File: config.mk
export PLATFORM = sky130hd
export DESIGN_NAME = syndrome_frame_packer
export DESIGN_NICKNAME = d
export VERILOG_FILES = /design/src/rtl/syndrome_frame_packer.sv
export SDC_FILE = /design/constraint.sdc
export NUM_CORES = 1
export LEC_CHECK = 0
export ABC_AREA = 1
export ABC_CLOCK_PERIOD_IN_PS = 1950
export CORE_MARGIN = 2
export CORE_UTILIZATION = 40
export DETAILED_ROUTE_END_ITERATION = 10
export GPL_TIMING_DRIVEN = 1
export PLACE_DENSITY = 0.71
export SLEW_MARGIN = 20
export SYNTH_ARGS = -nofsm -noshare
export SYNTH_HDL_FRONTEND = slang
export SYNTH_SLANG_ARGS = --single-unit
File: constraint.sdc
create_clock -name clk -period 1.95 [get_ports clk]
set_clock_uncertainty 0.1 [all_clocks]
set_input_delay 0.195 -clock clk [delete_from_list [all_inputs] [get_ports clk]]
set_output_delay 0.195 -clock clk [all_outputs]
set_load 0.01 [all_outputs]
File: src/rtl/syndrome_frame_packer.sv
// Frames GRID_WIDTH_U syndrome rounds into a 32-bit word stream (header, then round words)
// for the decoder core, with frame sequencing, a synchronous flush/abort path and a busy flag.
module syndrome_frame_packer #(
   parameter int GRID_WIDTH_X = 12,
   parameter int GRID_WIDTH_Z = 2,
   parameter int GRID_WIDTH_U = 10
) (
   input  logic                                 clk,
   input  logic                                 reset,
   input  logic [GRID_WIDTH_X*GRID_WIDTH_Z-1:0] round_data,
   input  logic                                 round_valid,
   output logic                                 round_ready,
   input  logic                                 flush,
   output logic [31:0]                          out_data,
   output logic                                 out_valid,
   input  logic                                 out_ready,
   output logic [7:0]                           frame_seq,
   output logic                                 busy
);

   localparam int ROUND_BITS      = GRID_WIDTH_X * GRID_WIDTH_Z;
   localparam int WORDS_PER_ROUND = (ROUND_BITS + 31) / 32;
   localparam int BUF_W           = WORDS_PER_ROUND * 32;
   localparam int WIDX_W          = $clog2(WORDS_PER_ROUND) + 1;

   localparam logic [WIDX_W-1:0] LAST_WORD  = WIDX_W'(WORDS_PER_ROUND - 1);
   localparam logic [15:0]       LAST_ROUND = 16'(GRID_WIDTH_U - 1);
   localparam logic [15:0]       ROUNDS_U16 = 16'(GRID_WIDTH_U);

   localparam logic [1:0] S_IDLE   = 2'd0;
   localparam logic [1:0] S_HEADER = 2'd1;
   localparam logic [1:0] S_LOAD   = 2'd2;
   localparam logic [1:0] S_SEND   = 2'd3;

   logic [1:0]        state_q, state_d;
   logic              valid_q, valid_d;
   logic              rdy_q, rdy_d;
   logic [7:0]        seq_q, seq_d;
   logic [15:0]       round_idx_q, round_idx_d;
   logic [WIDX_W-1:0] word_idx_q, word_idx_d;
   logic [BUF_W-1:0]  buf_q, buf_d;

   // The presented word is always the low 32 bits of the buffer: the header is parked
   // there, and round words are shifted down so the zero-padded tail comes out last.
   always_comb begin
      state_d     = state_q;
      valid_d     = valid_q;
      rdy_d       = rdy_q;
      seq_d       = seq_q;
      round_idx_d = round_idx_q;
      word_idx_d  = word_idx_q;
      buf_d       = buf_q;
      if (flush) begin
         state_d     = S_IDLE;
         valid_d     = 1'b0;
         rdy_d       = 1'b0;
         round_idx_d = '0;
         word_idx_d  = '0;
         if (state_q != S_IDLE) seq_d = seq_q + 8'd1;
      end else begin
         unique case (state_q)
            S_IDLE: begin
               if (round_valid) begin
                  state_d = S_HEADER;
                  valid_d = 1'b1;
                  buf_d   = BUF_W'({8'hA5, seq_q, ROUNDS_U16});
               end
            end
            S_HEADER: begin
               if (out_ready) begin
                  state_d = S_LOAD;
                  valid_d = 1'b0;
                  rdy_d   = 1'b1;
               end
            end
            S_LOAD: begin
               if (round_valid) begin
                  state_d    = S_SEND;
                  rdy_d      = 1'b0;
                  valid_d    = 1'b1;
                  word_idx_d = '0;
                  buf_d      = BUF_W'(round_data);
               end
            end
            S_SEND: begin
               if (out_ready) begin
                  if (word_idx_q < LAST_WORD) begin
                     word_idx_d = word_idx_q + WIDX_W'(1);
                     buf_d      = buf_q >> 32;
                  end else begin
                     valid_d = 1'b0;
                     if (round_idx_q < LAST_ROUND) begin
                        round_idx_d = round_idx_q + 16'd1;
                        state_d     = S_LOAD;
                        rdy_d       = 1'b1;
                     end else begin
                        round_idx_d = '0;
                        seq_d       = seq_q + 8'd1;
                        state_d     = S_IDLE;
                     end
                  end
               end
            end
            default: begin
               state_d = S_IDLE;
               valid_d = 1'b0;
               rdy_d   = 1'b0;
            end
         endcase
      end
   end

   always_ff @(posedge clk or posedge reset) begin
      if (reset) begin
         state_q     <= S_IDLE;
         valid_q     <= 1'b0;
         rdy_q       <= 1'b0;
         seq_q       <= '0;
         round_idx_q <= '0;
         word_idx_q  <= '0;
         buf_q       <= '0;
      end else begin
         state_q     <= state_d;
         valid_q     <= valid_d;
         rdy_q       <= rdy_d;
         seq_q       <= seq_d;
         round_idx_q <= round_idx_d;
         word_idx_q  <= word_idx_d;
         buf_q       <= buf_d;
      end
   end

   assign out_data    = buf_q[31:0];
   assign out_valid   = valid_q;
   assign round_ready = rdy_q;
   assign frame_seq   = seq_q;
   assign busy        = (state_q != S_IDLE);

endmodule

==> results.py <==
metrics = {
    "synthesis": {
        "syn_area_um2": 2546,
        "synth-seq-area-share_pct": 52.09,
        "syn_area_per_cell_um2": 9.501,
        "synth_top_area_share_pct": 52.09,
        "synthAdderAreaFrac_pct": 3.931,
        "ys_warn_count": 0,
        "synth_xor_area_share_pct": 3.391,
        "synth_top_family_by_area": "simple AND/OR/NAND/NOR gates",
        "synth_top_cell_by_area": "dfrtp_1",
        "synthSimpleGateAreaFrac_pct": 19.71,
        "synth_mux_area_share_pct": 0,
        "synth_area_leaders": "dfrtp_1 (52%), nand2_1 (8.4%), nor2_1 (5.0%)",
        "synth_compound_area_share_pct": 10.86,
        "ys_seq_elements": 53,
        "synth_cells": 268,
        "synth.distinct_cells": 36,
    },
    "cts": {
        "clk_pin_slew_worst_paths_ns": 0.09,
        "cts_buffers": 5,
        "hold_buffers": 0,
        "clockBufferDepth": 2,
        "clock-sinks": 53,
        "cts_tree": "yes",
        "clock_latency_ns": 0.31,
        "htreeDepth": 2,
        "cts_root_buf": "clkbuf_8",
    },
    "global_routing": {
        "grt_pass1_vias": 1899,
        "antenna_found_initial": 0,
        "grt_max_degree": 26,
        "grt_pass1_wl_mm": 8.894,
        "grt_overflow": 0,
        "grt_use_total_pct": 15.82,
    },
    "setup_path": {
        "critPathMaxFanout": 13,
        "path_cells": "buf_4 > ha_1 > nor3_4 > buf_4 > nand2_2 > a22o_1",
        "required_ns": 2.05,
        "crit_path_frequent_cell": "buf_4",
        "crit_type": "register to register",
        "arrival_ns": 1.95,
        "cp-end-kind": "register",
        "cp_slowest_cell": "dfrtp_1",
        "cp-start-kind": "register",
        "max_stage_delay_ns": 0.40,
    },
    "layout": {
        "final_net_count": 387,
        "syn_to_final_growth_pct": 36.46,
        "final_area_um2": 3475,
        "diodes": 0,
        "fin_cells": 428,
        "layout-drive-gt1-share_pct": 13.96,
        "final_core_utilization_pct": 55.67,
    },
    "min_path": {
        "holdCritPathClass": "primary input to asynchronous set/reset pin",
    },
    "placed_design": {
        "placed_cells": 411,
        "place_hpwl_mm": 3.917,
        "place.gp.congestion": 0.7580,
        "portBuffers": 67,
        "dp_slack_ns": 0.08264,
        "dpl-instance-area_um2": 3281,
    },
    "floorplan": {
        "coreArea_um2": 6241,
        "die_y_um": 83.79,
        "num_rows": 29,
        "die_x_um": 83.79,
        "dieArea_um2": 7020,
        "initial_core_util_pct": 40.80,
        "pin_count": 72,
    },
    "routing": {
        "viasPerCell": 4.717,
        "wl_mm": 5.674,
        "postRouteAntennaNets": 0,
        "vias": 2019,
        "drtIter0Drc": 70,
        "drc": 0,
        "first_pass_iters": 5,
        "wl_per_cell_um": 13.26,
    },
    "sta": {
        "finalSetupViolCount": 0,
        "period_share_pct": 94.78,
        "fin_ws_ns": 0.1018,
        "hold_ws_ns": 0.1349,
        "slew_headroom_pct": 66.48,
        "worst_pin_slew_ns": 0.5021,
        "slew_viol_final": 0,
        "timing.fmax_mhz": 541.1,
        "rsz0062_at_grt": "no",
        "hold_viol_final": 0,
        "fin_setup_tns_ns": 0,
        "period_needed_ns": 1.848,
    },
    "power_and_ir_drop": {
        "power.total_mw": 4.260,
        "p_leak_nw": 1.643,
        "power_density_nw_per_um2": 1226,
        "peakVddDrop_uv": 814.4,
    },
    "run_status": {
        "status": "complete, no violations",
    },
    "job": {
        "cap_violations": 0,
    },
}
cell families after synthesis:
kind of cell,Yosys count
compound gates,38
xor+xnor,9
flops,53
buf+inv,47
fa+ha+maj,8
simple gates,112
other cells,1
worst paths after layout:
kind / cells past startpoint / slack [ns] / endpoint / start
setup reg to reg: 6 / 0.10 / out_data[11]$_DFFE_PP0P_ / state_q[0]$_DFFE_PP0P_
hold / removal: 2 / 0.13 / round_idx_q[13]$_DFFE_PP0P_ / reset
setup / recovery: 6 / 0.10 / out_data[11]$_DFFE_PP0P_ / state_q[0]$_DFFE_PP0P_
min in group clk: 3 / 0.36 / out_data[17]$_DFFE_PP0P_ / round_data[17]
max in group asynchronous: 3 / 1.07 / out_data[1]$_DFFE_PP0P_ / reset
hold reg to reg: 2 / 0.39 / out_valid$_DFFE_PP0P_ / out_valid$_DFFE_PP0P_
cell type report:
cell class,instances,area [µm²]
Clock buffer,6,72.57
Timing Repair Buffer,84,813.3
Multi-Input combinational cell,174,1023
Tap cell,77,96.34
Clock inverter,2,13.76
Fill cell,564,2766
Inverter,32,128.9
Sequential cell,53,1326
metal layers:
metal | global-route usage [%] | vias up | wire [µm]
met5 | 0 | - | 0
met4 | 5.279 | 0 | 79
met3 | 3.165 | 12 | 250
met2 | 25.09 | 59 | 2755
met1 | 21.81 | 938 | 2589
li1 | - | 1010 | -
cell usage in the layout (no fill, tap or decap), types with 2 or more instances in the layout:
cell type,instances
dfrtp_1,53
inv_1,27
nand2_4,2
xor2_1,3
nand2_2,3
o21ai_1,2
nand3b_1,2
a21oi_1,3
nor2_1,34
a22o_2,3
ha_1,7
nor2_4,2
a22o_4,2
clkbuf_8,5
nand4_1,3
buf_4,16
a22o_1,9
a31oi_1,6
conb_1,4
o21ai_0,10
nand3_1,7
inv_2,3
xnor2_1,5
clkdlybuf4s50_1,66
nand2_1,57
Yosys cell counts (all sizes together):
library cell and count:
nand3b 2, xor2 4, clkbuf 1, nor2 37, a21oi 3, xnor2 5
ha 8, nand3 8, o21ai 14, nand2 60, buf 14, dfrtp 53
o22ai 1, conb 1, nor3 2, clkinv 1, a22o 14, nand4 3
inv 31, a31oi 6
critical path, delay by kind of cell, from the launching register on:
| family | cells | cell delay [ns] |
|---|---|---|
| flops | 1 | 0.40 |
| fa+ha+maj | 1 | 0.26 |
| simple gates | 2 | 0.38 |
| compound gates | 1 | 0.28 |
| buf+inv | 2 | 0.32 |
state kept, by name (all words and copies together) (netlist names):
register	flops
round_ready	1
state_q	2
out_data	25
out_valid	1
round_idx_q	16
frame_seq	8
what timing repair did:
| item | CTS | global route |
|---|---|---|
| pin swaps | 0 | 3 |
| resized for setup | 0 | 6 |
| setup endpoints to repair | 1 | 22 |
| cloned | 0 | 3 |
| setup buffers | 3 | 3 |
where the power goes:
part	switching (mW)	total, mW	leakage, nW	internal, mW
Sequential	0.238	1.63	0.698	1.40
Clock	0.358	0.615	0.0456	0.257
Combinational	0.950	2.01	0.899	1.06
No activity file was read; power rests on OpenSTA's default activity.
